<file path="src/rtl/mul_div_unit_if.sv">
// mul_div_unit_if: request/result bundle for the multi-cycle mult/div unit.
//   Start, ALU_Control, A, B : request side (driven by the datapath/master)
//   HI, LO                   : result registers
//   Busy, Done, DivZero      : status (registered in the unit)
interface mul_div_unit_if;
  logic        Start;
  logic [3:0]  ALU_Control;
  logic [31:0] A;
  logic [31:0] B;
  logic [31:0] HI;
  logic [31:0] LO;
  logic        Busy;
  logic        Done;
  logic        DivZero;

  modport master (output Start, ALU_Control, A, B,
                  input  HI, LO, Busy, Done, DivZero);
  modport slave  (input  Start, ALU_Control, A, B,
                  output HI, LO, Busy, Done, DivZero);
endinterface

</file>
<file path="src/rtl/mul_div_unit.sv">
// mul_div_unit: iterative signed 32x32 multiply (shift-add) and signed
// 32/32 divide (restoring), both run on magnitudes with the signs fixed
// up in a final cycle. HI/LO only change when a result is written.
//   Clk   : clock, rising edge
//   Reset : asynchronous active-high reset
//   bus   : slave side of mul_div_unit_if (request in, HI/LO/status out)
module mul_div_unit (
  input  logic      Clk,
  input  logic      Reset,
  mul_div_unit_if.slave bus
);
  localparam logic [3:0] OP_MUL = 4'b0101;
  localparam logic [3:0] OP_DIV = 4'b1011;

  typedef enum logic [1:0] {IDLE, RUN, FIX} state_t;
  state_t state, state_n;

  logic [5:0]  cnt;
  logic [31:0] acc_hi;   // product high half / partial remainder
  logic [31:0] acc_lo;   // multiplier (shifting out) / dividend->quotient
  logic [31:0] opb;      // multiplicand magnitude / divisor magnitude
  logic        is_div, neg_res, neg_a, dz;
  logic [31:0] hi_r, lo_r;
  logic        busy_r, done_r, dz_r;

  logic        accept, accept_dz;
  logic [31:0] a_mag, b_mag;
  logic [32:0] m_sum, d_sh;
  logic        d_ge;
  logic [31:0] d_rem;
  logic [63:0] prod;
  logic [31:0] quo, rem;

  assign accept    = (state == IDLE) && bus.Start &&
                     ((bus.ALU_Control == OP_MUL) || (bus.ALU_Control == OP_DIV));
  assign accept_dz = accept && (bus.ALU_Control == OP_DIV) && (bus.B == 32'd0);
  assign a_mag     = bus.A[31] ? (32'd0 - bus.A) : bus.A;
  assign b_mag     = bus.B[31] ? (32'd0 - bus.B) : bus.B;

  // One iteration of each algorithm.
  assign m_sum = {1'b0, acc_hi} + (acc_lo[0] ? {1'b0, opb} : 33'd0);
  assign d_sh  = {acc_hi, acc_lo[31]};
  assign d_ge  = d_sh >= {1'b0, opb};
  // When d_ge holds the difference is below opb, so 32 bits suffice.
  assign d_rem = d_sh[31:0] - opb;

  // Sign fix-up: quotient truncates toward zero, remainder follows A.
  assign prod = neg_res ? (64'd0 - {acc_hi, acc_lo}) : {acc_hi, acc_lo};
  assign quo  = neg_res ? (32'd0 - acc_lo) : acc_lo;
  assign rem  = neg_a   ? (32'd0 - acc_hi) : acc_hi;

  always_comb begin
    state_n = state;
    case (state)
      IDLE: if (accept) state_n = accept_dz ? FIX : RUN;
      // 32 iterating cycles (cnt 0..31) plus one settle cycle at cnt==32.
      RUN:  if (cnt == 6'd32) state_n = FIX;
      FIX:  state_n = IDLE;
      default: state_n = IDLE;
    endcase
  end

  always_ff @(posedge Clk or posedge Reset) begin
    if (Reset) begin
      state   <= IDLE;
      cnt     <= '0;
      acc_hi  <= '0;
      acc_lo  <= '0;
      opb     <= '0;
      is_div  <= 1'b0;
      neg_res <= 1'b0;
      neg_a   <= 1'b0;
      dz      <= 1'b0;
      hi_r    <= '0;
      lo_r    <= '0;
      busy_r  <= 1'b0;
      done_r  <= 1'b0;
      dz_r    <= 1'b0;
    end else begin
      state  <= state_n;
      busy_r <= (state_n != IDLE);
      done_r <= 1'b0;
      dz_r   <= 1'b0;
      case (state)
        IDLE: if (accept) begin
          is_div  <= (bus.ALU_Control == OP_DIV);
          neg_a   <= bus.A[31];
          neg_res <= bus.A[31] ^ bus.B[31];
          cnt     <= '0;
          acc_hi  <= '0;
          dz      <= accept_dz;
          if (bus.ALU_Control == OP_DIV) begin
            acc_lo <= a_mag;
            opb    <= b_mag;
          end else begin
            acc_lo <= b_mag;
            opb    <= a_mag;
          end
          // Divide-by-zero reports in the single busy cycle, no result write.
          done_r <= accept_dz;
          dz_r   <= accept_dz;
        end
        RUN: if (cnt != 6'd32) begin
          cnt <= cnt + 6'd1;
          if (is_div) begin
            acc_hi <= d_ge ? d_rem : d_sh[31:0];
            acc_lo <= {acc_lo[30:0], d_ge};
          end else begin
            acc_hi <= m_sum[32:1];
            acc_lo <= {m_sum[0], acc_lo[31:1]};
          end
        end
        FIX: if (!dz) begin
          hi_r   <= is_div ? rem : prod[63:32];
          lo_r   <= is_div ? quo : prod[31:0];
          done_r <= 1'b1;
        end
        default: ;
      endcase
    end
  end

  assign bus.HI      = hi_r;
  assign bus.LO      = lo_r;
  assign bus.Busy    = busy_r;
  assign bus.Done    = done_r;
  assign bus.DivZero = dz_r;
endmodule

</file>
<file path="src/flat_wrapper.sv">
// flat-port wrapper written by rule: the top's interface ports become plain ports
module mul_div_unit_flat 
  (Clk, Reset, bus_Start, bus_ALU_Control, bus_A, bus_B, bus_HI, bus_LO, bus_Busy, bus_Done, bus_DivZero);
  mul_div_unit_if bus_i ();
  input  logic Clk;
  input  logic Reset;
  input wire logic [$bits(bus_i.Start)-1:0] bus_Start;
  input wire logic [$bits(bus_i.ALU_Control)-1:0] bus_ALU_Control;
  input wire logic [$bits(bus_i.A)-1:0] bus_A;
  input wire logic [$bits(bus_i.B)-1:0] bus_B;
  output wire logic [$bits(bus_i.HI)-1:0] bus_HI;
  output wire logic [$bits(bus_i.LO)-1:0] bus_LO;
  output wire logic [$bits(bus_i.Busy)-1:0] bus_Busy;
  output wire logic [$bits(bus_i.Done)-1:0] bus_Done;
  output wire logic [$bits(bus_i.DivZero)-1:0] bus_DivZero;
  assign bus_i.Start = bus_Start;
  assign bus_i.ALU_Control = bus_ALU_Control;
  assign bus_i.A = bus_A;
  assign bus_i.B = bus_B;
  assign bus_HI = bus_i.HI;
  assign bus_LO = bus_i.LO;
  assign bus_Busy = bus_i.Busy;
  assign bus_Done = bus_i.Done;
  assign bus_DivZero = bus_i.DivZero;
  mul_div_unit u_core (.Clk(Clk), .Reset(Reset), .bus(bus_i));
endmodule
</file>
<file path="config.mk">
export PLATFORM = sky130hd
export DESIGN_NAME = mul_div_unit_flat
export DESIGN_NICKNAME = d
export VERILOG_FILES = /design/src/rtl/mul_div_unit_if.sv /design/src/rtl/mul_div_unit.sv /design/src/flat_wrapper.sv
export SDC_FILE = /design/constraint.sdc
export NUM_CORES = 1
export LEC_CHECK = 0
export ABC_CLOCK_PERIOD_IN_PS = 6700
export BUFFER_PORTS_ARGS = -buffer_cell sky130_fd_sc_hd__buf_2
export CAP_MARGIN = 40
export CELL_PAD_IN_SITES_DETAIL_PLACEMENT = 0
export CELL_PAD_IN_SITES_GLOBAL_PLACEMENT = 1
export CORE_MARGIN = 3
export CORE_UTILIZATION = 41
export DETAILED_ROUTE_END_ITERATION = 10
export HOLD_SLACK_MARGIN = 0.12
export PLACE_DENSITY = 0.76
export RECOVER_POWER = 50
export SKIP_LAST_GASP = 1
export SYNTH_ARGS = -nofsm -noshare
export SYNTH_HDL_FRONTEND = slang
export SYNTH_SLANG_ARGS = --single-unit
</file>
<file path="constraint.sdc">
create_clock -name Clk -period 6.7 [get_ports Clk]
set_input_delay 2.01 -clock Clk [delete_from_list [all_inputs] [get_ports Clk]]
set_output_delay 2.01 -clock Clk [all_outputs]
set_load 0.02 [all_outputs]
</file>
; Word-level counts from Yosys, hierarchy flattened
; Index checks and enable logic that the tools add are counted.
; Widths: inputs -> output; s select.
[totals]
regBits = 175
latchBits = 0
mem_bits_rw = 0
romBits = 0
in_bits = 71
output_inout_bits = 67
mem_count = 0
[op_classes]
add_sub_neg = 8
n_mul = 0
n_div = 0
order_cmp = 1
eq_ne = 8
n_shift = 0
n_mux = 30
bitwise_logic = 2
n_reduce_logical = 12
[op_table]
columns = op, n
row1 = $mux 32, 16
row2 = $pmux 32 s2, 2
row3 = $sub 1x32->32 const A, 4
row4 = $mux 64, 1
row5 = $sub 1x64->64 const A, 1
row6 = $add 32x33->33, 1
row7 = $ge 33x32->1, 1
row8 = $logic_not 32->1, 1
row9 = $sub 32x32->32, 1
row10 = $mux 6, 2
row11 = $pmux 6 s2, 1
row12 = $add 6x1->6 const B, 1
row13 = $eq 6x6->1 const B, 1
row14 = $mux 2, 3
row15 = $ne 6x6->1 const B, 1
row16 = $eq 4x3->1 const B, 1
row17 = $eq 4x4->1 const B, 1
row18 = $logic_and 1x1->1, 4
row19 = $ne 2x1->1 const B, 2
row20 = $pmux 2 s2, 1
row21 = $reduce_and 2->1, 2
row22 = $reduce_bool 2->1, 2
row23 = $mux 1, 3
row24 = $reduce_and 3->1, 1
row25 = other kinds (7), 7

; Longest topological paths before layout
[depth]
ltp_word = 9
depth_mapped = 14
ltp_nobuf = 13

; Worst setup path before layout
; OpenSTA, ideal clock, no wires.
[synth_path]
path_kind = input to register
startpoint = input port bus_A[8]
endpoint = register u_core.acc_lo[20]
setup_time_ns = 0.065
t_arrival_ns = 4.137
t_required_ns = 6.635
slack_ns = 2.498
stages = 9
path_buffers = 0
path_cell_list = or4_4 -> nor3_4 -> nand3_1 -> or4_1 -> o41ai_1 -> xnor2_1 -> nor2_1 -> a211oi_1 -> o22a_1
[synth_via]
elab_chain_len = 5
[synth_lines]
columns = element, line_no
row1 = from (decl), flat_wrapper.sv:9  ; input wire logic [$bits(bus_i.A)-1:0] bus_A;
row2 = $sub 1x32->32, mul_div_unit.sv:37  ; assign a_mag = bus.A[31] ? (32'd0 - bus.A) : bus.A;
row3 = $mux 32, mul_div_unit.sv:37
row4 = $mux 32, mul_div_unit.sv:92  ; if (bus.ALU_Control == OP_DIV) begin
row5 = $mux 32, mul_div_unit.sv:85  ; IDLE: if (accept) begin
row6 = $pmux 32 s2, mul_div_unit.sv:84  ; case (state)
row7 = to (signal assigned), mul_div_unit.sv:93  ; acc_lo <= a_mag;
row8 = to (signal assigned), mul_div_unit.sv:96  ; acc_lo <= b_mag;
row9 = to (signal assigned), mul_div_unit.sv:107  ; acc_lo <= {acc_lo[30:0], d_ge};
row10 = to (decl), mul_div_unit.sv:20  ; logic [31:0] acc_lo;
; No other way between the ends. The select of a mux whose other input is x is not followed.
; A chain may end at the register's enable or synchronous reset.

==> impl_metrics.csv <==
group,metric,value,unit
flow_run,drv_cap,4,
detailed_routing,wl_per_cell,20.4,um
cells_and_area,antenna_cells,0,
setup_path,r2r_start,"u_core.acc_lo[0]$_DFFE_PP0P_",
pwr,p_leak,7.08,nW
logic_synthesis,synth_commonest_cells,"233 x nand2_1, 198 x o21ai_0, 175 x dfrtp_1",
detailed_routing,via_count,13921,
die,die_h,194,um
cts,ctsResizeCount,0,
hold_path,holdPathStages,2,
detailed_routing,drt_iter0_drc,1117,
logic_synthesis,synth_cell_types,81,
global_route,use_met1,37.0,%
hold_path,holdCritStartpoint,"u_core.bus.LO[27]$_DFFE_PP0P_",
pwr,worst_ir_drop_vdd,0.252,mV
cells_and_area,final_area,0.0161,mm^2
logic_synthesis,ys_async_sr_fraction,100,%
timing,fin_crit_sh,69.6,%
logic_synthesis,ys_seq_area_share,30.3,%
logic_synthesis,ys.flop_type,"dfrtp_1",
cells_and_area,multiInputGateArea,0.00942,mm^2
place,io_buffers,137,
global_route,grt_max_degree,77,
cells_and_area,nets,2047,
place,hpwl,37.5,mm
timing,min_period,4.67,ns
hold_path,holdCritPathClass,"reg2reg",
setup_path,worst-path-stages,3,
cts,clock_path_buffers,2,
global_route,grt-ovfl-total,0,
setup_path,crit_buf_inv,3,
pwr,power_density,560,mW/mm^2
pwr,report.power.total,9.01,mW
detailed_routing,ant_nets,0,
logic_synthesis,synth_edf_count,0,
logic_synthesis,postSynthCellCount,1828,
logic_synthesis,synth_top_area_cell,"dfrtp_1",
cts,insertion_delay,0.45,ns
die,fp.dieW,194,um
cells_and_area,seq_area,0.00438,mm^2
setup_path,arrival,4.73,ns
cells_and_area,drive_gt1_share,11.7,%
timing,finalHoldViolations,0,
cts,cts_hold_buffers,0,
cts,numCtsBuffers,17,
logic_synthesis,syn_area_per_cell,7.91,um^2
detailed_routing,routed_via_density,5.87,
cells_and_area,stdcell_count,2371,
detailed_routing,drc,0,
cells_and_area,area_delta_synth_final,11.3,%
timing,max_freq,0.214,GHz
logic_synthesis,synth.area.top_cells,"dfrtp_1 30%, o21ai_0 6.9%, ha_1 6.1%, nand2_1 6.1%, xnor2_1 5.3%",
timing,finalMaxSlewViolations,188,
place,postPlaceCellArea,0.0156,mm^2
place,place_inst,2340,
detailed_routing,firstDrtPassIters,5,
setup_path,slowest_stage,"clkbuf_1",
global_route,grt_pass1_wl,75.3,mm
setup_path,r2r-end,"u_core.acc_hi[30]$_DFFE_PP0P_",
run_status,status,"finished, violations left",
setup_path,worstPathRequired,6.76,ns
cts,cts_num_sinks,175,
logic_synthesis,synth_warnings,0,
die,initial_core_util,41.7,%
run_status,violations,"max-capacitance violations, max-slew violations",
timing,setup_viol,0,
cts,clk_pin_slew,0.07,ns
timing,slew_headroom,-77.0,%
logic_synthesis,yosysTopAreaCellShare,30.3,%
global_route,use_met2,38.1,%
setup_path,r2r_slack,2.20,ns
global_route,grt_usage,25.3,%
global_route,gr-max-usage-layer,"met2",
setup_path,worstPathMaxFanout,41,
detailed_routing,routed_wirelength,48.4,mm
setup_path,rr_worst_depth,13,
die,rows,68,
cts,cts_tree,"yes",
setup_path,startpoint_type,"input pin",
place,place_congestion,0.923,
timing,clock_skew,0.0124,ns
hold_path,whs_endpoint,"u_core.bus.LO[27]$_DFFE_PP0P_",
global_route,antenna_found_initial,0,
setup_path,crit_path_end_kind,"asynchronous set/reset pin",
die,io_pins,138,
setup_path,crit_family,"buffers and inverters",
die,core_area,0.0346,mm^2
timing,fin_setup_tns,0,ns
logic_synthesis,yosysMostFrequentCell,"nand2_1",
global_route,first_global_vias,12860,
timing,worst_slack,2.03,ns
cts,cts_root_buf,"clkbuf_16",
logic_synthesis,synth_seq_cells,175,
timing,worst_pin_slew,2.65,ns
setup_path,critPathKind,"in2async",
cts,ctsHtreeMaxLevel,4,
cells_and_area,nFillCells,3471,
setup_path,slowest_delay,1.76,ns
die,dieArea,0.0375,mm^2
place,pre_cts_ws,1.82,ns
logic_synthesis,syn_nets,1971,
global_route,met3_usage,4.64,%
cts,post_cts_buffers,0,
logic_synthesis,syn-cell-area,0.0145,mm^2
timing,grt_setup_unrepaired,"false",
setup_path,critical_path.cell_chain,"buf_2 > clkinvlp_2 > clkbuf_1",
## sequential cells by signal, summed over array words and instances, names as in the netlist
| signal | count |
|---|---|
| u_core.acc_hi | 32 |
| u_core.acc_lo | 32 |
| u_core.bus.Busy | 1 |
| u_core.bus.DivZero | 1 |
| u_core.bus.Done | 1 |
| u_core.bus.HI | 32 |
| u_core.bus.LO | 32 |
| u_core.cnt | 6 |
| u_core.dz | 1 |
| u_core.is_div | 1 |
| u_core.neg_a | 1 |
| u_core.neg_res | 1 |
| u_core.opb | 32 |
| u_core.state | 2 |
## cells in the final DEF, fill, tap and decap left out, types with 13 or more instances in the layout
cell / n
o21ai_1: 17
a21o_1: 22
ha_1: 70
xor2_1: 86
nand4_1: 13
a21oi_1: 124
a31oi_1: 24
a211oi_1: 24
buf_2: 137
nor4_1: 16
inv_1: 66
buf_4: 20
nor2_1: 159
mux2i_1: 50
o221ai_1: 14
o31ai_1: 28
xnor2_1: 87
o21ai_0: 202
or4_1: 19
nor3_1: 37
nand3_1: 38
dfrtp_1: 174
or3_1: 18
clkbuf_16: 17
nand2_1: 233
## cells by family (layout without fill, tap and decap cells)
family                     count (synthesis)  after routing  synth area share [%]
adders and majority gates                 72             72                  6.34
AOI/OAI and AO/OA                        571            571                  24.5
and+or+nand+nor                          608            608                  19.8
buffers and inverters                    173            261                  4.65
xor gates and xnor gates                 173            173                  10.5
DFF                                      175            175                  30.3
muxes                                     56             56                  3.93
## through the flow
step / utilization, % / hold slack (ns)
5_1_grt: 46.4 / 0.493
3_3_place_gp: 44.8 / 0.456
6_report: 46.4 / 0.471
4_1_cts: 46.6 / 0.480
3_5_place_dp: 44.9 / 0.465
2_1_floorplan: - / 0.448
## how the worst max path moves through the flow
stage / start / end / slack, ns
final: Reset / u_core.acc_hi[22]$_DFFE_PP0P_ / 2.03
after global routing: Reset / u_core.acc_hi[23]$_DFFE_PP0P_ / 1.37
after CTS: u_core.acc_lo[0]$_DFFE_PP0P_ / u_core.acc_hi[30]$_DFFE_PP0P_ / 2.28
after detailed placement: bus_ALU_Control[2] / u_core.bus.Busy$_DFF_PP0_ / 1.82
after global placement: bus_ALU_Control[3] / u_core.bus.Done$_DFF_PP0_ / 1.87
after floorplan: Reset / u_core.acc_hi[0]$_DFFE_PP0P_ / 2.45
## per-layer routing
layer,vias to the layer above,share of wire [%]
met2,457,43
met1,6697,47
met4,0,2.3
li1,6715,-
met5,-,0
met3,52,7.1
## cell type report
class                           count  area share [%]
Multi-Input combinational cell   1480            58.6
Tap cell                          455            3.54
Timing Repair Buffer              163            5.49
Clock inverter                     11           0.817
Inverter                           67            1.57
Clock buffer                       20            2.78
Sequential cell                   175            27.2
## report_power, final
group          internal (mW)  switching (mW)  leakage [nW]
clock network          0.561           0.461         0.267
logic                   2.28            3.50          4.66
registers               1.53           0.683          2.15
## tightest hold or removal path, cell delays in order (launching register included)
cell	delay [ns]
dfrtp_1	0.34
nand2_1	0.04
o21ai_0	0.06
(Power assumes the default switching activity.)
